==> config.mk <==
export PLATFORM = sky130hd
export DESIGN_NAME = uart_rx_fifo
export DESIGN_NICKNAME = d
export VERILOG_FILES = /design/src/rtl/uart_rx_fifo.sv
export SDC_FILE = /design/constraint.sdc
export NUM_CORES = 1
export LEC_CHECK = 0
export CELL_PAD_IN_SITES_DETAIL_PLACEMENT = 0
export CELL_PAD_IN_SITES_GLOBAL_PLACEMENT = 1
export CORE_MARGIN = 2
export CORE_UTILIZATION = 35
export CTS_BUF_LIST = sky130_fd_sc_hd__clkbuf_8
export DETAILED_ROUTE_END_ITERATION = 8
export PLACE_DENSITY_LB_ADDON = 0.1
export SLEW_MARGIN = 15
export SYNTH_ARGS = -nofsm -noshare
export SYNTH_HDL_FRONTEND = slang
export SYNTH_SLANG_ARGS = --single-unit
==> constraint.sdc <==
create_clock -name clk -period 2.2 [get_ports clk]
set_input_delay 0.22 -clock clk [delete_from_list [all_inputs] [get_ports clk]]
set_output_delay 0.22 -clock clk [all_outputs]
set_load 0.05 [all_outputs]
==> src/rtl/uart_rx_fifo.sv <==
// UART receiver with configurable frame format and a first-word-fall-through output FIFO.
// Errored frames are still queued; overrun pulses when a finished frame finds the FIFO full.
module uart_rx_fifo #(
    parameter int unsigned DATA_BITS   = 7,
    parameter int unsigned OVERSAMPLE  = 8,
    parameter int unsigned PARITY_MODE = 0,
    parameter int unsigned STOP_BITS   = 1,
    parameter int unsigned FIFO_DEPTH  = 4
) (
    input  logic                          clk,
    input  logic                          rst,
    input  logic                          ena,
    input  logic                          rx,
    output logic [DATA_BITS-1:0]          data_out,
    output logic                          frame_err_out,
    output logic                          parity_err_out,
    output logic                          valid_out,
    input  logic                          ready_in,
    output logic                          overrun_out,
    output logic [$clog2(FIFO_DEPTH):0]   fifo_count,
    output logic [2:0]                    state_out
);

    localparam int unsigned CNT_W  = $clog2(OVERSAMPLE);
    localparam int unsigned BIT_W  = $clog2(DATA_BITS);
    localparam int unsigned PTR_W  = $clog2(FIFO_DEPTH);
    localparam int unsigned CNTF_W = PTR_W + 1;

    localparam logic [CNT_W-1:0] MID_TICK  = CNT_W'(OVERSAMPLE / 2 - 2);
    localparam logic [CNT_W-1:0] LAST_TICK = CNT_W'(OVERSAMPLE - 1);
    localparam logic [BIT_W-1:0] LAST_BIT  = BIT_W'(DATA_BITS - 1);
    localparam logic             LAST_STOP = 1'(STOP_BITS - 1);
    localparam logic             ODD_PAR   = 1'(PARITY_MODE == 2);

    typedef enum logic [2:0] {
        S_IDLE   = 3'd0,
        S_START  = 3'd1,
        S_DATA   = 3'd2,
        S_PARITY = 3'd3,
        S_STOP   = 3'd4
    } state_e;

    typedef struct packed {
        logic [DATA_BITS-1:0] data;
        logic                 frame_err;
        logic                 parity_err;
    } word_t;

    logic                 rx_meta_q;
    logic                 rx_s_q;
    state_e               state_q;
    logic [CNT_W-1:0]     tick_q;
    logic [BIT_W-1:0]     bit_q;
    logic                 stop_q;
    logic [DATA_BITS-1:0] shift_q;
    logic                 ferr_q;
    logic                 perr_q;
    logic                 push_q;
    word_t                push_word_q;

    word_t                mem_q [FIFO_DEPTH];
    logic [PTR_W-1:0]     wr_q;
    logic [PTR_W-1:0]     rd_q;
    logic [CNTF_W-1:0]    count_q;
    logic [CNTF_W-1:0]    count_d;
    logic                 overrun_q;
    logic                 fifo_full;
    logic                 do_push;
    logic                 do_pop;
    word_t                head;

    // Two-flop synchroniser on the pad, idle-high out of reset.
    always_ff @(posedge clk) begin
        if (rst) begin
            rx_meta_q <= 1'b1;
            rx_s_q    <= 1'b1;
        end else begin
            rx_meta_q <= rx;
            rx_s_q    <= rx_meta_q;
        end
    end

    // Frame FSM: advances only on enabled oversample ticks; push_q is a one-clk strobe.
    always_ff @(posedge clk) begin
        if (rst) begin
            state_q     <= S_IDLE;
            tick_q      <= '0;
            bit_q       <= '0;
            stop_q      <= 1'b0;
            shift_q     <= '0;
            ferr_q      <= 1'b0;
            perr_q      <= 1'b0;
            push_q      <= 1'b0;
            push_word_q <= '0;
        end else begin
            push_q <= 1'b0;
            if (ena) begin
                unique case (state_q)
                    S_IDLE: begin
                        if (!rx_s_q) begin
                            state_q <= S_START;
                            tick_q  <= '0;
                        end
                    end
                    S_START: begin
                        if (tick_q == MID_TICK) begin
                            tick_q  <= '0;
                            bit_q   <= '0;
                            stop_q  <= 1'b0;
                            ferr_q  <= 1'b0;
                            perr_q  <= 1'b0;
                            state_q <= rx_s_q ? S_IDLE : S_DATA;
                        end else begin
                            tick_q <= tick_q + CNT_W'(1);
                        end
                    end
                    S_DATA: begin
                        if (tick_q == LAST_TICK) begin
                            tick_q  <= '0;
                            shift_q <= {rx_s_q, shift_q[DATA_BITS-1:1]};
                            if (bit_q == LAST_BIT) begin
                                state_q <= (PARITY_MODE != 0) ? S_PARITY : S_STOP;
                            end else begin
                                bit_q <= bit_q + BIT_W'(1);
                            end
                        end else begin
                            tick_q <= tick_q + CNT_W'(1);
                        end
                    end
                    S_PARITY: begin
                        if (tick_q == LAST_TICK) begin
                            tick_q  <= '0;
                            perr_q  <= (^shift_q) ^ rx_s_q ^ ODD_PAR;
                            state_q <= S_STOP;
                        end else begin
                            tick_q <= tick_q + CNT_W'(1);
                        end
                    end
                    S_STOP: begin
                        if (tick_q == LAST_TICK) begin
                            tick_q <= '0;
                            if (stop_q == LAST_STOP) begin
                                push_q      <= 1'b1;
                                push_word_q <= '{data:       shift_q,
                                                 frame_err:  ferr_q | ~rx_s_q,
                                                 parity_err: perr_q};
                                state_q     <= S_IDLE;
                            end else begin
                                ferr_q <= ferr_q | ~rx_s_q;
                                stop_q <= 1'b1;
                            end
                        end else begin
                            tick_q <= tick_q + CNT_W'(1);
                        end
                    end
                    default: state_q <= S_IDLE;
                endcase
            end
        end
    end

    // A simultaneous pop frees the slot, so a push into a full FIFO only drops when nothing pops.
    assign fifo_full = (count_q == CNTF_W'(FIFO_DEPTH));
    assign valid_out = (count_q != '0);
    assign do_pop    = valid_out && ready_in;
    assign do_push   = push_q && (!fifo_full || do_pop);

    always_comb begin
        count_d = count_q;
        if (do_push && !do_pop) begin
            count_d = count_q + CNTF_W'(1);
        end else if (!do_push && do_pop) begin
            count_d = count_q - CNTF_W'(1);
        end
    end

    always_ff @(posedge clk) begin
        if (rst) begin
            wr_q      <= '0;
            rd_q      <= '0;
            count_q   <= '0;
            overrun_q <= 1'b0;
        end else begin
            count_q   <= count_d;
            overrun_q <= push_q && fifo_full && !do_pop;
            if (do_push) begin
                wr_q <= wr_q + PTR_W'(1);
            end
            if (do_pop) begin
                rd_q <= rd_q + PTR_W'(1);
            end
        end
    end

    always_ff @(posedge clk) begin
        if (do_push) begin
            mem_q[wr_q] <= push_word_q;
        end
    end

    assign head           = mem_q[rd_q];
    assign data_out       = valid_out ? head.data : '0;
    assign frame_err_out  = valid_out ? head.frame_err : 1'b0;
    assign parity_err_out = valid_out ? head.parity_err : 1'b0;
    assign overrun_out    = overrun_q;
    assign fifo_count     = count_q;
    assign state_out      = state_q;

endmodule

==> results.yml, run 1 <==
status:
  status: "finished, final reports clean"
min_path:
  hold_class: "reg -> reg"
  min_to: "rx_s_q$_SDFF_PP1_"
  hold_start: "rx_meta_q$_SDFF_PP1_"
  whs_path_depth: 1
cts:
  path_clk_slew_ns: 0.08
  clkSinkCount: 76
  numCtsBuffers: 9
  root_buffer: "clkbuf_8"
  worstSkewPairLatency_ns: 0.35
  clockBufferDepth: 2
  post_cts_buffers: 0
  cts_resized: 1
  ctsHoldBuffers: 0
  tritoncts: "built"
  htree_levels: 3
sta:
  worst_pin_slew_ns: 0.554
  setup_viol: 0
  fin_ws_ns: 0.135
  finalMaxSlewViolations: 0
  whs_ns: 0.414
  timing.setup.tns_ns: 0
  fin_crit_sh: 0.939
  fin_skew_ns: 0.0150
  final_hold_viol_count: 0
  max-slew-margin-rel: 0.631
  grt_setup_unrepaired: "false"
  max_freq_mhz: 484
  timing.final.crit_period_ns: 2.07
grt:
  grt_pass1_vias: 1956
  grt_max_degree: 26
  grt_overflow_total: 0
  antenna_found_initial: 0
  track_usage: 0.127
  grt_pass1_wl_um: 9720
layout:
  area_growth_pct: 20.3
  nNetsFinal: 307
  utilization: 0.427
  layout_common_cells: "dfxtp_1 (37), edfxtp_1 (36), nor2_1 (25)"
  final_common_cell: "dfxtp_1"
  antenna_cells: 0
  nFillCells: 880
  finalNonFillerCells: 407
  drive_gt1_frac: 0.209
place:
  place_congestion: 0.710
  dp_cells: 391
  preCtsSetupSlack_ns: -0.147
  portBuffers: 21
  post-dp-hpwl_um: 3840
detailed_routing:
  via_per_inst: 4.81
  drtIter0Drc: 53
  drtAntennaViolNets: 0
  routed_wl_um: 5760
  vias: 1957
  drt_pre_antenna_iters: 4
  drc_errors: 0
  wl_per_cell_um: 14.2
floorplanning:
  die_area_um2: 10000
  die_x_um: 100
  core_um2: 9110
  start_util: 0.355
  ios: 22
  die_h_um: 100
  row_count: 35
logic_synthesis:
  syn_nets: 271
  syn_inst: 255
  ys_ff_latch: 76
  ys_warn_count: 0
  yosysSeqAreaShare: 0.582
  syn_area_um2: 3230
  synth_cell_types: 41
  syn_avg_cell_area_um2: 12.7
power:
  combPwrFrac: 0.017
  clock_power_share: 0.456
  ir_drop_uv: 350
  seq_power_share: 0.526
  netSwitchingFraction: 0.198
  power.density_nw_per_um2: 719
  p_int_mw: 2.24
  power.net_switching_mw: 0.552
  p_leak_nw: 1.48
worst_setup_path:
  critPathBufInv: 1
  worst_path_max_delay_cell: "clkdlybuf4s50_1"
  rr_worst_depth: 8
  crit_chain: "clkdlybuf4s50_1"
  reg2reg_from: "fifo_count[1]$_SDFFE_PP0P_"
  regToRegSetupSlack_ns: 0.14
  worstSetupStartpointType: "register"
  crit_type: "reg -> out"
  end_kind: "output port"
  crit_fanout: 14
  critical_path.top_delay_family: "buffers and inverters"
  r2r_end: "fifo_count[2]$_SDFFE_PP0P_"
  cp_slowest_stage_delay_ns: 0.89
  cp.required_ns: 1.98
  cp_data_arrival_time_ns: 1.85
flow_run:
  cap_violations: 0
## worst max-delay path by stage
stage,from,endpoint,depth (start not counted)
finish,state_out[2]$_SDFFE_PP0P_,state_out[2],1
global route,fifo_count[1]$_SDFFE_PP0P_,fifo_count[2]$_SDFFE_PP0P_,8
CTS,fifo_count[0]$_SDFFE_PP0P_,fifo_count[2]$_SDFFE_PP0P_,8
detailed placement,ready_in,fifo_count[2]$_SDFFE_PP0P_,9
global placement,ready_in,fifo_count[2]$_SDFFE_PP0P_,9
floorplan,fifo_count[2]$_SDFFE_PP0P_,fifo_count[2]$_SDFFE_PP0P_,8
## flip-flops by register name, indices dropped and copies added (netlist names), named ones only
| register | flops |
|---|---|
| ferr_q | 1 |
| push_q | 1 |
| tick_q | 3 |
| bit_q | 3 |
| push_word_q | 9 |
| fifo_count | 3 |
| shift_q | 7 |
| rd_q | 2 |
| state_out | 3 |
| rx_meta_q | 1 |
| overrun_out | 1 |
| rx_s_q | 1 |
| perr_q | 1 |
| wr_q | 2 |
| mem_q | 36 |
## logic make-up after synthesis
family / after synthesis / synth area share
xor+xnor: 12 / 0.0325
compound gates: 32 / 0.0589
simple gates: 79 / 0.141
mux: 25 / 0.112
buf+inv: 20 / 0.0275
flops: 76 / 0.582
fa+ha+maj: 11 / 0.0449
## per-stage QoR
stage	power [mW]	instance area [um2]
floorplan	1.53	3240
global placement	1.55	3620
detailed placement	1.55	3620
CTS	2.83	3860
global route	2.88	3890
finish	2.79	3890
## per-layer routing
| metal | vias up | track usage | part of all wire |
|---|---|---|---|
| li1 | 995 | - | - |
| met3 | 10 | 0.0313 | 0.030 |
| met4 | 0 | 0.0601 | 0.020 |
| met5 | - | 0 | 0 |
| met1 | 923 | 0.167 | 0.49 |
| met2 | 29 | 0.198 | 0.46 |
## power by group through the flow
stage | clock network [mW] | logic (mW) | registers, mW
floorplan | 0 | 0.0260 | 1.50
global placement | 0 | 0.0497 | 1.50
detailed placement | 0 | 0.0493 | 1.50
CTS | 1.31 | 0.0496 | 1.47
global route | 1.36 | 0.0543 | 1.47
finish | 1.27 | 0.0488 | 1.47
## final cells by class
cell class | instances | area, um2 | share of cell area
clock buffer | 9 | 124 | 0.0319
clock inverter | 7 | 116 | 0.0299
inverter | 9 | 33.8 | 0.00869
multi-input combinational | 159 | 1280 | 0.330
sequential | 76 | 1890 | 0.486
tap | 111 | 139 | 0.0357
timing repair buffer | 36 | 302 | 0.0776
## synthesized netlist by cell type
cell type / count / area [um2]
inv_1: 8 / 30.0
clkbuf_1: 6 / 22.5
nor2b_1: 3 / 18.8
o31ai_1: 5 / 37.5
xor2_1: 4 / 35.0
a221oi_1: 1 / 8.76
a311oi_1: 1 / 8.76
and2_4: 1 / 8.76
and2b_1: 2 / 15.0
nor3_1: 1 / 5.00
a211oi_1: 2 / 15.0
nand2b_4: 1 / 13.8
dfxtp_1: 40 / 801
nand2_1: 6 / 22.5
nor2_1: 25 / 93.8
a21oi_1: 13 / 65.1
a21o_1: 1 / 7.51
nand4b_1: 1 / 8.76
o21ai_0: 5 / 25.0
buf_4: 3 / 22.5
mux4_2: 9 / 203
or3_1: 9 / 56.3
or4_1: 3 / 22.5
a31oi_1: 2 / 12.5
or2_2: 2 / 12.5
and3_1: 4 / 25.0
nor3_4: 1 / 16.3
xnor2_1: 8 / 70.1
nor4b_2: 1 / 15.0
inv_2: 1 / 3.75
buf_2: 2 / 10.0
ha_1: 10 / 125
fa_1: 1 / 20.0
mux2i_1: 16 / 160
nand2b_1: 3 / 18.8
and2_1: 9 / 56.3
nand3_1: 4 / 20.0
edfxtp_1: 36 / 1080
o21ai_1: 2 / 10.0
nor3b_1: 1 / 7.51
or4b_1: 2 / 20.0
Power figures use the tool's default switching activity.
==> inputs of run 2 (changes only) <==
GPL_TIMING_DRIVEN = 0   (was default)
SETUP_SLACK_MARGIN = 0.1   (was default)
==> run 2 against run 1 <==
Flip-flop and latch count unchanged. Die area unchanged. Clock power down 12%. Core utilization down 0.63 points. Largest power group unchanged. Non-clock buffer count down 1. Global-route usage up 1.1 points. Clock skew down 0.0033 ns. Routed wire length up 6.1%. Count of clock-buffer cells in the layout unchanged. Register-to-register slack about the same.
==> results.yml, run 2 (same netlist as run 1, synthesis figures left out) <==
status:
  status: "finished, final reports clean"
floorplanning:
  row_count: 35
  die_x_um: 100
  ios: 22
  die_area_um2: 10000
  start_util: 0.355
  die_h_um: 100
  core_um2: 9110
place:
  portBuffers: 20
  dp_cells: 386
  placedInstanceArea_um2: 3600
  preCtsSetupSlack_ns: -0.293
  post-dp-hpwl_um: 4040
  place_congestion: 0.719
min_path:
  hold_start: "rst"
  hold_class: "in -> reg"
  whs_path_depth: 2
sta:
  final_hold_viol_count: 0
  max_freq_mhz: 486
  grt_setup_unrepaired: "true"
  fin_crit_sh: 0.935
  timing.setup.tns_ns: 0
  worst_pin_slew_ns: 0.627
  timing.final.crit_period_ns: 2.06
  finalMaxSlewViolations: 0
  max-slew-margin-rel: 0.582
  setup_viol: 0
  whs_ns: 0.274
  fin_skew_ns: 0.0118
  fin_ws_ns: 0.144
cts:
  root_buffer: "clkbuf_8"
  clockBufferDepth: 2
  clkSinkCount: 76
  tritoncts: "built"
  worstSkewPairLatency_ns: 0.34
  numCtsBuffers: 9
  htree_levels: 3
  path_clk_slew_ns: 0.09
worst_setup_path:
  cp_slowest_stage_delay_ns: 0.54
  cp-startpoint: "fifo_count[1]$_SDFFE_PP0P_"
  cp.required_ns: 2.47
  worst_path_max_delay_cell: "or4b_4"
  worstSetupStartpointType: "register"
  crit_fanout: 4
  rr_worst_depth: 8
  reg2reg_from: "fifo_count[1]$_SDFFE_PP0P_"
  cp_data_arrival_time_ns: 2.33
  crit_type: "reg -> reg"
  crit_chain: "or4b_4 > and2_4 > ha_4 > inv_2 > fa_2 > xor2_1 > or3_1 > a21oi_2"
  end_kind: "register"
detailed_routing:
  drc_errors: 0
  vias: 1997
  drtIter0Drc: 26
  routed_wl_um: 6110
  drt_pre_antenna_iters: 6
  drtAntennaViolNets: 0
  wl_per_cell_um: 15.1
  via_per_inst: 4.92
grt:
  antenna_found_initial: 0
  track_usage: 0.137
  grt_pass1_vias: 2002
  grt_overflow_total: 0
  grt_max_degree: 16
  grt_pass1_wl_um: 10300
layout:
  drive_gt1_frac: 0.217
  nFillCells: 887
  antenna_cells: 0
  reg_top3: "mem_q: 36 flops, push_word_q: 9 flops, shift_q: 7 flops"
  largest_register_ffs: 36
  regArea_um2: 1890
  finalNonFillerCells: 406
  nNetsFinal: 306
  area_growth_pct: 18.5
  multi_input_area_um2: 1310
  layout_common_cells: "dfxtp_1 (36), edfxtp_1 (36), nor2_1 (25)"
  top_register: "mem_q"
  utilization: 0.420
  finalInstanceArea_um2: 3830
power:
  power.total_mw: 2.63
  ir_drop_uv: 289
  p_leak_nw: 1.43
  power.density_nw_per_um2: 687
flow_run:
  cap_violations: 0
-- run 2: cell types whose count changed in the layout (fill, tap and decap cells not counted), sizes merged --
cell / delta
clkdlybuf4s15: +1
clkinvlp: +1
inv: +2
buf: -7
clkinv: -1
clkbuf: +7
bufinv: -2
clkdlybuf4s50: -1
dlygate4sd2: -1
-- run 2: final cells by class --
class                   count  share of cell area
clock buffers               9              0.0324
multi-input cells         159               0.341
well taps                 111              0.0363
inverters                   9             0.00882
clock inverters             7              0.0209
flip-flops and latches     76               0.495
repair buffers             25              0.0507
plain buffers              10              0.0150
-- run 2: final timing paths --
path,slack (ns),end
setup / recovery,0.14,fifo_count[2]$_SDFFE_PP0P_
hold / removal,0.27,push_q$_SDFF_PP0_
setup reg to reg,0.14,fifo_count[2]$_SDFFE_PP0P_
hold reg to reg,0.42,rx_s_q$_SDFF_PP1_
-- run 2: timing repair --
action | CTS | global route
setup buffers | 3 | 1
pin swaps | 3 | 1
gates resized for setup | 47 | 9
endpoints found under the setup margin | 11 | 7
gates cloned | 0 | 1
hold buffers | 0 | 0
-- run 2: per-layer routing --
layer	track usage	vias to the layer above	wire length, um
li1	-	1000	-
met1	0.182	963	3010
met2	0.217	26	2840
met3	0.0348	8	162
met4	0.0558	0	103
met5	0	-	0
-- run 2: report_power, final --
group / switching, mW / internal [mW]
registers: 0.00316 / 1.46
logic: 0.0301 / 0.0159
clock network: 0.574 / 0.543
total: 0.607 / 2.02
-- run 2: worst max-delay path, delay by kind of cell, from the launching register on --
family	cells	cell delay (ns)
AOI/OAI and AO/OA	1	0.11
xor gates and xnor gates	1	0.07
adders and majority gates	2	0.34
buffers and inverters	1	0.05
DFF	1	0.36
and+or+nand+nor	3	1.06
==> variant: new RTL, flow settings as in run 2 <==
Put a register stage on the outputs `frame_err_out` and `parity_err_out`, cleared by the reset. The values now appear one clock later. The other outputs are not delayed to match.
--- a/src/rtl/uart_rx_fifo.sv
+++ b/src/rtl/uart_rx_fifo.sv
@@ -202,4 +202,11 @@
     assign data_out       = valid_out ? head.data : '0;
-    assign frame_err_out  = valid_out ? head.frame_err : 1'b0;
-    assign parity_err_out = valid_out ? head.parity_err : 1'b0;
+    always_ff @(posedge clk) begin
+        if (rst) begin
+            frame_err_out  <= '0;
+            parity_err_out <= '0;
+        end else begin
+            frame_err_out  <= valid_out ? head.frame_err : 1'b0;
+            parity_err_out <= valid_out ? head.parity_err : 1'b0;
+        end
+    end
     assign overrun_out    = overrun_q;
Function: no difference found for any inputs over 10 cycles, from zero or initial values and one cycle with rst high; that may be too few to reach the edited logic, so the function may still have changed.
==> variant against run 2 <==
Total power grew 8.3%. Critical endpoint unchanged. Core utilization grew 1.2 points. Sequential cell count grew 2. Routed wire length grew 1.5%. Synthesized area grew 2.8%. Design area grew 4.4%. Setup slack gained 42 ps. Critical path type unchanged. Clock power grew 16%. Largest power group unchanged.
==> variant: results (changes against run 2) <==
stage,metric,value,unit,change
final_layout,Final non-clock buffer share,0.07232,,+0.006637
timing,max_slew headroom,0.5806,,-0.001459
pwr,clock group share of total power,0.455,,+0.030
timing,final setup margin,185.4,ps,+41.78 ps
global_route,met1 Use GR,0.1768,,-0.005338
global_route,first-pass GRT wire length,10390,um,+0.46%
route,Initial DRT Pass Iterations,4,,-2
timing,Final Hold Viols,0,,unchanged
route,1st-iter DRT viols,43,,+65%
place,I/O Buffers,21,,+5.0%
place,pre-CTS setup slack,-390.1,ps,-97.57 ps
pwr,switch share,0.2008,,-0.03011
min_path,Hold WC Path Type,flip-flop to flip-flop,,
final_layout,Signal buffers,39,,+11%
pwr,Power Density,712.2,nW/um^2,+3.7%
place,routability congestion estimate,0.7698,,+7.1%
final_layout,final instance area,3996,um^2,+4.4%
critical_path,critical path data arrival time,2290,ps,-40 ps
pwr,Max VDD drop,0.0002678,V,-7.3%
cts,Post-CTS Resized,35,,-26%
final_layout,Finished Layout Cells,432,,+6.4%
final_layout,number of multi-input logic gates,162,,+1.9%
synth,Area contributors post-synth,"edfxtp_1 33%, dfxtp_1 25%, mux4_2 6.1%",,
route,WL met2,2909,um,+2.5%
route,final wirelength,6204,um,+1.5%
synth,Yosys cell types,52,,+27%
outcome,run status,finished clean,,
floorplanning,Die ar.,10290,um^2,+2.7%
global_route,vias in the first global route,2013,,+0.55%
global_route,GR Util met2,0.2145,,-0.002268
final_layout,ClkCell Share,0.06105,,+0.007784
global_route,met3 Use GR,0.03382,,-0.001003
place,DP Wirelength,4173,um,+3.3%
place,dpl cell area,3746,um^2,+3.9%
final_layout,Logic inverters,8,,-1
synth,Syn Inst Count,261,,+2.4%
synth,sequential element share of the synthesized area,0.5785,,-0.003963
timing,Fin Hold WS,419.4,ps,+145.6 ps
route,M1 WL,3055,um,+1.5%
global_route,GRT Resource Usage Total,0.1350,,-0.002423
route,met3 routed WL,153,um,-5.6%
place,placed insts,411,,+6.5%
synth,syn nets,277,,+2.2%
final_layout,Multi-input gate area,1334,um^2,+2.1%
critical_path,R2R Setup Slk,190,ps,+40 ps
timing,clock skew,8.876,ps,-2.898 ps
final_layout,Seq cells,78,,+2.6%
final_layout,fillers,878,,-1.0%
final_layout,share of layout cells above drive strength 1,0.2310,,+0.01407
final_layout,register area,1933,um^2,+2.0%
route,DR vias/cell,4.676,,-4.9%
pwr,Sequential Power Share,0.527,,-0.031
[variant: changes by cell type after synthesis, moves of 3 or more]
cell | run 2 | this run
or3_1 | 9 | 1
o31ai_1 | 5 | 2
nor2_1 | 25 | 33
a21oi_1 | 13 | 10
nor3_1 | 1 | 4
[variant: cell families (layout without fill, tap and decap cells)]
family          after synthesis  in the layout  synth area share
fa+ha+maj                    11             11           0.04369
xor+xnor                     14             14           0.03691
flops                        78             78            0.5785
buf+inv                      21             63           0.03164
simple gates                 85             85            0.1435
compound gates               27             27           0.05650
mux                          25             25            0.1092
[variant: worst max-delay path: stages (launching register included)]
cell,delay [ps]
dfxtp_4,370
or4b_4,540
and2_4,170
ha_4,160
inv_2,50
fa_2,180
xor2_1,70
or3_1,300
a21oi_1,110
[variant: path summary, 6_finish.rpt]
path                 start             to  cells after the start
max          fifo_count[1]  fifo_count[2]                      8
min              rx_meta_q         rx_s_q                      1
max reg2reg  fifo_count[1]  fifo_count[2]                      8
min reg2reg      rx_meta_q         rx_s_q                      1
